--- config.mk ---
export PLATFORM = sky130hd
export DESIGN_NAME = alu_issue_ctrl
export DESIGN_NICKNAME = d
export VERILOG_FILES = /design/src/rtl/alu_issue_ctrl.sv
export SDC_FILE = /design/constraint.sdc
export NUM_CORES = 1
export LEC_CHECK = 0
export ABC_AREA = 1
export CAP_MARGIN = 10
export CORE_AREA = 2 2 260 262
export CTS_CLUSTER_SIZE = 25
export DETAILED_ROUTE_END_ITERATION = 10
export DIE_AREA = 0 0 262 264
export GPL_ROUTABILITY_DRIVEN = 1
export GPL_TIMING_DRIVEN = 0
export PLACE_DENSITY_LB_ADDON = 0.15
export SETUP_SLACK_MARGIN = 0.1
export SYNTH_ARGS = -nofsm -noshare
export SYNTH_HDL_FRONTEND = slang
export SYNTH_SLANG_ARGS = --single-unit
--- constraint.sdc ---
create_clock -name clk_in -period 2.55 [get_ports clk_in]
set_input_delay 0.51 -clock clk_in [delete_from_list [all_inputs] [get_ports clk_in]]
set_output_delay 0.51 -clock clk_in [all_outputs]
set_load 0.02 [all_outputs]
--- src/rtl/alu_issue_ctrl.sv ---
// Execute-stage request scheduler: buffers ALU requests in a FIFO, issues them one at a time
// from registered operands, and returns each result/NZCV on a valid/ready channel.
module alu_issue_ctrl #(
  parameter int unsigned DEPTH = 4,
  parameter int unsigned TAG_W = 4
) (
  input  logic             clk_in,
  input  logic             rst_n_in,
  input  logic             req_valid_in,
  output logic             req_ready_out,
  input  logic [31:0]      req_a_in,
  input  logic [31:0]      req_b_in,
  input  logic [3:0]       req_cmd_in,
  input  logic [1:0]       req_sh_in,
  input  logic [4:0]       req_shamt5_in,
  input  logic             req_i_in,
  input  logic             req_s_in,
  input  logic [TAG_W-1:0] req_tag_in,
  output logic [31:0]      alu_a_out,
  output logic [31:0]      alu_b_out,
  output logic [3:0]       alu_cmd_out,
  output logic [1:0]       alu_sh_out,
  output logic [4:0]       alu_shamt5_out,
  output logic             alu_i_out,
  output logic             alu_s_out,
  input  logic [31:0]      alu_result_in,
  input  logic [3:0]       alu_nzcv_in,
  output logic             res_valid_out,
  input  logic             res_ready_in,
  output logic [31:0]      res_data_out,
  output logic [3:0]       res_nzcv_out,
  output logic [TAG_W-1:0] res_tag_out,
  output logic [3:0]       flags_out,
  output logic             busy_out
);

  localparam int unsigned PW = (DEPTH > 1) ? $clog2(DEPTH) : 1;
  localparam logic [PW:0] FULL_CNT = (PW+1)'(DEPTH);

  typedef struct packed {
    logic [31:0]      a;
    logic [31:0]      b;
    logic [3:0]       cmd;
    logic [1:0]       sh;
    logic [4:0]       shamt5;
    logic             i;
    logic             s;
    logic [TAG_W-1:0] tag;
  } req_t;

  typedef enum logic [1:0] {
    IDLE,
    EXEC,
    HOLD
  } state_t;

  state_t      state;
  req_t        mem [DEPTH];
  req_t        issue_q;
  req_t        push_data;
  logic [PW-1:0] wr_ptr;
  logic [PW-1:0] rd_ptr;
  logic [PW:0]   count;
  logic        full;
  logic        empty;
  logic        push;
  logic        pop;

  assign full  = (count == FULL_CNT);
  assign empty = (count == '0);
  assign push  = req_valid_in && !full;

  // res_valid_out is always set in HOLD, so res_ready_in alone marks the handshake there.
  always_comb begin
    pop = 1'b0;
    if (!empty) begin
      if (state == IDLE)                      pop = 1'b1;
      else if (state == HOLD && res_ready_in) pop = 1'b1;
    end
  end

  always_comb begin
    push_data        = '0;
    push_data.a      = req_a_in;
    push_data.b      = req_b_in;
    push_data.cmd    = req_cmd_in;
    push_data.sh     = req_sh_in;
    push_data.shamt5 = req_shamt5_in;
    push_data.i      = req_i_in;
    push_data.s      = req_s_in;
    push_data.tag    = req_tag_in;
  end

  always_ff @(posedge clk_in or negedge rst_n_in) begin
    if (!rst_n_in) begin
      wr_ptr <= '0;
      rd_ptr <= '0;
      count  <= '0;
      for (int unsigned i = 0; i < DEPTH; i++) mem[i] <= '0;
    end else begin
      if (push) begin
        mem[wr_ptr] <= push_data;
        wr_ptr      <= wr_ptr + PW'(1);
      end
      if (pop) rd_ptr <= rd_ptr + PW'(1);
      case ({push, pop})
        2'b10:   count <= count + (PW+1)'(1);
        2'b01:   count <= count - (PW+1)'(1);
        default: count <= count;
      endcase
    end
  end

  always_ff @(posedge clk_in or negedge rst_n_in) begin
    if (!rst_n_in) begin
      state         <= IDLE;
      issue_q       <= '0;
      res_valid_out <= 1'b0;
      res_data_out  <= '0;
      res_nzcv_out  <= '0;
      res_tag_out   <= '0;
      flags_out     <= '0;
    end else begin
      case (state)
        IDLE: begin
          if (!empty) begin
            issue_q <= mem[rd_ptr];
            state   <= EXEC;
          end
        end
        EXEC: begin
          res_data_out  <= alu_result_in;
          res_nzcv_out  <= alu_nzcv_in;
          res_tag_out   <= issue_q.tag;
          res_valid_out <= 1'b1;
          if (issue_q.s) flags_out <= alu_nzcv_in;
          state <= HOLD;
        end
        HOLD: begin
          if (res_ready_in) begin
            res_valid_out <= 1'b0;
            if (!empty) begin
              issue_q <= mem[rd_ptr];
              state   <= EXEC;
            end else begin
              state <= IDLE;
            end
          end
        end
        default: state <= IDLE;
      endcase
    end
  end

  assign req_ready_out  = !full;
  assign busy_out       = (state != IDLE) || !empty;
  assign alu_a_out      = issue_q.a;
  assign alu_b_out      = issue_q.b;
  assign alu_cmd_out    = issue_q.cmd;
  assign alu_sh_out     = issue_q.sh;
  assign alu_shamt5_out = issue_q.shamt5;
  assign alu_i_out      = issue_q.i;
  assign alu_s_out      = issue_q.s;

endmodule

==> impl_metrics.env, run 1 <==
export IMPL_status="finished, final reports clean"
export IMPL_antenna_left=0
export IMPL_powerDensity_mw_per_mm2=1390
export IMPL_cts_sinks=459
export IMPL_placedCellCount=4165
export IMPL_viasPerCell=4.81
export IMPL_crit_chain="inv_1 > ha_1 > buf_2 > nand3_2 > buf_1 > nand2_1 > nand2_1"
export IMPL_rows=95
export IMPL_wl_per_cell_um=18.4
export IMPL_leakagePower_nw=15.4
export IMPL_cts_buffers=54
export IMPL_dieArea_mm2=0.0692
export IMPL_final_layout_size_suffix_gt1_frac=0.0993
export IMPL_post_cts_buffers=0
export IMPL_mappedNetlistArea_mm2=0.0230
export IMPL_r2r_cells=7
export IMPL_areaGrowthSynthToFinish_pct=23.9
export IMPL_slew_viol_final=0
export IMPL_via_count=20533
export IMPL_syn_inst=3045
export IMPL_groute_usage_overall=0.229
export IMPL_tightest_slew_ns=0.761
export IMPL_hpwl_um=54500
export IMPL_clock_fmax_mhz=414
export IMPL_synthTopCellsByCount="nand2_1 (1426), dfrtp_1 (459), inv_1 (337)"
export IMPL_final_cells=4266
export IMPL_postRouteWirelength_um=78700
export IMPL_setup_viol=0
export IMPL_path_common_cell="nand2_1"
export IMPL_synth_top_flop_cell="dfrtp_1"
export IMPL_cts_tree="built"
export IMPL_ys_types=22
export IMPL_synth_compound_area_share=0.00256
export IMPL_yosysWarnings=0
export IMPL_grt_pass1_wl_um=122000
export IMPL_fin_crit_sh=0.947
export IMPL_synth_top_area_frac=0.500
export IMPL_syn_avg_cell_area_um2=7.54
export IMPL_synthesis_nets=3172
export IMPL_die_x_um=262
export IMPL_vdd_ir_drop_max_uv=630
export IMPL_slew_headroom=0.493
export IMPL_crit_required_ns=3.06
export IMPL_gp_congestion=0.818
export IMPL_finalPower_w=0.0395
export IMPL_clk_path_buf_depth=3
export IMPL_clk_latency_ns=0.63
export IMPL_synthSimpleGateAreaFrac=0.362
export IMPL_grt_max_degree=112
export IMPL_synth_top_family_by_area="simple AND/OR/NAND/NOR gates"
export IMPL_cts_root_buf="clkbuf_16"
export IMPL_core_area_mm2=0.0666
export IMPL_synth_area_leaders="dfrtp_1 (50%), nand2_1 (23%), nand4_1 (8.8%)"
export IMPL_rsz0062_at_grt="yes"
export IMPL_antenna_cells=0
export IMPL_cp_arrival_ns=2.93
export IMPL_synth_edf_count=0
export IMPL_crit_type="register to register"
export IMPL_io_buffers=243
export IMPL_post_synth_top_count_cell="nand2_1"
export IMPL_yosys_mux_area_fraction=0
export IMPL_fin_crit_ns=2.41
export IMPL_nets=3476
export IMPL_worst_setup_path_end_kind="register"
export IMPL_start_util=0.345
export IMPL_r2r_start="wr_ptr[0]"
export IMPL_seq_area_frac_synth=0.500
export IMPL_max_stage_delay_ns=0.54
export IMPL_synth_async_sr_flop_share=1.00
export IMPL_path_max_fanout=10
export IMPL_die_y_um=264
export IMPL_hp_class="input pin to asynchronous set/reset pin"
export IMPL_drc=0
export IMPL_drv_cap=0
export IMPL_cp_start_kind="register"
export IMPL_ys_ff_latch=459
export IMPL_path_clk_slew_ns=0.06
export IMPL_fillers=7030
export IMPL_grt_overflow=0
export IMPL_grt_pass1_vias=20256
export IMPL_finalClockSkew_ns=0.0344
export IMPL_synth_xor_area_frac=0.00153
export IMPL_hold_viol_final=0
export IMPL_reg2reg_slack_ns=0.14
export IMPL_cts_htree_levels=2
export IMPL_reg2reg_to="mem[120]"
export IMPL_synth_area_leader_cell="dfrtp_1"
export IMPL_synthAdderAreaFrac=0.00360
export IMPL_slowest_stage="nand3_2"
export IMPL_drtIter0Drc=1560
export IMPL_firstDrtPassIters=6
export IMPL_ios=245
export IMPL_antenna_found_initial=1
[per-stage QoR]
stage	setup TNS [ns]	hold WS (ns)	util	instance area (µm²)	setup slack [ns]
global route	0	0.427	0.427	28400	0.0700
floorplan	0	0.214	-	23000	0.629
global placement	-9570.33	0.453	0.398	26500	-20.95
finish	0	0.402	0.427	28400	0.136
CTS	0	0.393	0.427	28400	0.0203
detailed placement	-1.35	0.458	0.399	26600	-0.0668
[placed cells by master, fill, tap and decap left out, types with 7 or more instances in the layout]
master	instances
dfrtp_1	459
buf_6	13
nand4_1	324
clkdlybuf4s50_1	240
buf_1	40
o21ai_0	10
clkbuf_1	39
inv_2	7
buf_2	128
inv_1	337
clkbuf_16	54
clkinv_2	9
buf_4	89
nand3_1	167
clkbuf_8	14
nand2_1	1425
[what timing repair did]
action / in CTS / in global routing
cloned: 0 / 0
hold buffers: 1 / 0
hold endpoints to repair: 54 / 0
endpoints found under the setup margin: 82 / 10
gates resized for setup: 6 / 3
[flip-flops by register name, summed over array words and instances, names as in the netlist, 2 cells and up]
signal / cells
count: 3
res_tag_out: 4
alu_b_out: 32
issue_q: 4
res_data_out: 32
wr_ptr: 2
flags_out: 4
alu_shamt5_out: 5
alu_a_out: 32
rd_ptr: 2
state: 2
mem: 324
res_nzcv_out: 4
alu_sh_out: 2
alu_cmd_out: 4
[logic make-up (layout without fill, tap and decap cells)]
| family | count (synthesis) | count (layout) |
|---|---|---|
| compound gates | 11 | 11 |
| simple gates | 1927 | 1927 |
| flops | 459 | 459 |
| xor+xnor | 4 | 4 |
| buf+inv | 638 | 986 |
| fa+ha+maj | 6 | 6 |
[cell type report]
type                       count  area (µm²)  share of cell area
buffer                       294        1700              0.0596
clock buffer                  83        1600              0.0563
clock inverter                17         233             0.00818
inverter                     344        1290              0.0454
multi-input combinational   1948        8490               0.298
sequential                   459       11500               0.404
tap                          873        1090              0.0384
timing repair buffer         248        2550              0.0897
[power breakdown]
group	switching, W	internal [W]
Sequential	0.00175	0.0107
Combinational	0.0123	0.00674
Clock	0.00331	0.00474
Total	0.0174	0.0222
[worst max-delay path: cells and delay by family, from the launching register on]
kind          cells  cell delay [ns]
flops             1             0.40
fa+ha+maj         1             0.15
simple gates      3             0.73
buf+inv           3             1.02
[worst max-delay path by stage]
stage               slack [ns]            end         start  cells after the start
detailed placement       -0.07       mem[205]     wr_ptr[1]                      7
global placement        -20.95   alu_b_out[5]      rst_n_in                      1
CTS                       0.02  req_ready_out      count[0]                      5
floorplan                 0.63       count[2]  req_valid_in                      8
global route              0.07       mem[145]     wr_ptr[0]                      7
finish                    0.14       mem[120]     wr_ptr[0]                      7
[metal layers]
| metal | global-route usage | up-vias | wire length [µm] |
|---|---|---|---|
| li1 | - | 10091 | - |
| met1 | 0.314 | 9762 | 35500 |
| met2 | 0.375 | 563 | 36700 |
| met3 | 0.0379 | 117 | 4640 |
| met4 | 0.0592 | 0 | 1770 |
| met5 | 0 | - | 0 |
(Power assumes the default switching activity.)
==> run 2, diff against run 1 <==
- SKIP_LAST_GASP: default -> 1
- clock period: 2.55 -> 2.1 ns (I/O delays scaled with it)
==> run 2 against run 1 <==
  * Global-route usage barely moved
  * Via count rose by 0.55%
  * Cell count rose by 0.26%
  * Sequential cell count did not move
  * Critical endpoint is now req_ready_out
  * Largest power group unchanged
==> impl_metrics.env, run 2 (synthesis results as in run 1) <==
export IMPL_cts_htree_levels=2
export IMPL_start_util=0.345
export IMPL_antenna_left=0
export IMPL_fin_util=0.428
export IMPL_startpoint="count[1]"
export IMPL_switching_share=0.445
export IMPL_largest_reg_flops=324
export IMPL_hp_class="input pin to asynchronous set/reset pin"
export IMPL_drv_cap=0
export IMPL_cts_tree="built"
export IMPL_slowest_stage="dfrtp_1"
export IMPL_layout_commonest_cell="nand2_1"
export IMPL_fin_crit_sh=0.957
export IMPL_path_clk_slew_ns=0.06
export IMPL_drc=0
export IMPL_fin_crit_ns=2.01
export IMPL_gp_congestion=0.818
export IMPL_die_y_um=264
export IMPL_areaGrowthSynthToFinish_pct=24.1
export IMPL_drtIter0Drc=1639
export IMPL_final_cell_mix="nand2_1 (1425), dfrtp_1 (459), inv_1 (337)"
export IMPL_finalPower_w=0.0476
export IMPL_combPwrFrac=0.478
export IMPL_place_ws_ns=-0.517
export IMPL_hold_viol_final=0
export IMPL_crit_end="req_ready_out"
export IMPL_rsz0062_at_grt="yes"
export IMPL_crit_required_ns=1.68
export IMPL_vdd_ir_drop_max_uv=762
export IMPL_core_area_mm2=0.0666
export IMPL_p_seq_frac=0.317
export IMPL_p_switching_w=0.0212
export IMPL_ios=245
export IMPL_slew_headroom=0.474
export IMPL_slew_viol_final=0
export IMPL_groute_usage_overall=0.229
export IMPL_antenna_cells=0
export IMPL_viasPerCell=4.83
export IMPL_cts_root_buf="clkbuf_16"
export IMPL_r2r_cells=7
export IMPL_dieArea_mm2=0.0692
export IMPL_clk_latency_ns=0.63
export IMPL_finalClockSkew_ns=0.0335
export IMPL_rows=95
export IMPL_postRouteWirelength_um=79100
export IMPL_power_share_clock=0.205
export IMPL_setup_viol=0
export IMPL_cts_sinks=459
export IMPL_cp_arrival_ns=1.59
export IMPL_grt_pass1_vias=20316
export IMPL_die_x_um=262
export IMPL_cts_buffers=54
export IMPL_grt_pass1_wl_um=122000
export IMPL_cp_start_kind="register"
export IMPL_regMostFlops="mem"
export IMPL_clk_path_buf_depth=3
export IMPL_grt_max_degree=112
export IMPL_powerDensity_mw_per_mm2=1670
export IMPL_crit_type="register to primary output"
export IMPL_r2r_start="wr_ptr[0]"
export IMPL_wl_per_cell_um=18.5
export IMPL_max_stage_delay_ns=0.39
export IMPL_hpwl_um=54500
export IMPL_reg2reg_to="mem[117]"
export IMPL_firstDrtPassIters=6
export IMPL_crit_chain="inv_2 > nand3_4 > buf_12 > buf_4"
export IMPL_worst_slack_ns=0.0905
export IMPL_worst_setup_path_end_kind="primary output"
export IMPL_final_layout_size_suffix_gt1_frac=0.105
export IMPL_clock_fmax_mhz=498
export IMPL_reg2reg_slack_ns=0.14
export IMPL_via_count=20645
export IMPL_nets=3487
export IMPL_grt_overflow=0
export IMPL_io_buffers=243
export IMPL_status="finished, final reports clean"
export IMPL_antenna_found_initial=1
export IMPL_p_int_w=0.0264
export IMPL_path_max_fanout=5
export IMPL_leakagePower_nw=15.9
export IMPL_tightest_slew_ns=0.789
export IMPL_fillers=7014
## run 2: timing repair
action	4_1_cts	5_1_grt
gates resized for setup	149	14
endpoints found under the setup margin	370	152
cloned	0	2
pin swaps	1	1
endpoints found under the hold margin	54	0
setup buffers	4	7
hold buffers	1	0
## run 2: through the flow
stage	hold slack (ns)	instances	TNS (ns)	instance area [µm²]
finish	0.314	4277	0	28500
global route	0.337	4277	0	28500
CTS	0.303	4268	-0.0807	28400
detailed placement	0.381	4165	-59.06	26600
global placement	0.453	4161	-9791.55	26500
floorplan	0.124	3045	0	23000
## run 2: worst min-delay path by stage
stage | endpoint | slack, ns | depth (start not counted) | from
2_1_floorplan | alu_a_out[0] | 0.12 | 0 | rst_n_in
3_3_place_gp | res_data_out[18] | 0.45 | 2 | res_data_out[18]
3_5_place_dp | res_data_out[29] | 0.38 | 1 | rst_n_in
4_1_cts | res_data_out[25] | 0.30 | 3 | alu_result_in[25]
5_1_grt | res_data_out[25] | 0.34 | 3 | alu_result_in[25]
6_report | res_data_out[23] | 0.31 | 2 | rst_n_in
## run 2: layout make-up
| cell class | count | area, µm² | area share |
|---|---|---|---|
| multi-input combinational | 1948 | 8530 | 0.299 |
| sequential | 459 | 11500 | 0.403 |
| clock inverter | 17 | 233 | 0.00817 |
| clock buffer | 83 | 1600 | 0.0562 |
| buffer | 292 | 1720 | 0.0603 |
| tap | 873 | 1090 | 0.0383 |
| inverter | 344 | 1290 | 0.0454 |
| timing repair buffer | 261 | 2540 | 0.0892 |
## run 2: layer usage
layer / part of all wire / global-route usage / vias to the layer above
met5: 0 / 0 / -
met4: 0.024 / 0.0594 / 0
met3: 0.063 / 0.0388 / 124
met2: 0.46 / 0.375 / 598
met1: 0.45 / 0.314 / 9820
li1: - / - / 10103
## run 2: critical path: cells and delay by family (launching register included)
kind | cells | cell delay [ns]
flops | 1 | 0.39
buf+inv | 3 | 0.44
simple gates | 1 | 0.14
## run 2: power groups by stage
stage	clock (W)	sequential, W	combinational (W)
3_3_place_gp	0	0.0152	0.0231
3_5_place_dp	0	0.0152	0.0233
5_1_grt	0.0104	0.0156	0.0256
6_report	0.00977	0.0151	0.0227
4_1_cts	0.00996	0.0151	0.0228
2_1_floorplan	0	0.0152	0.0145
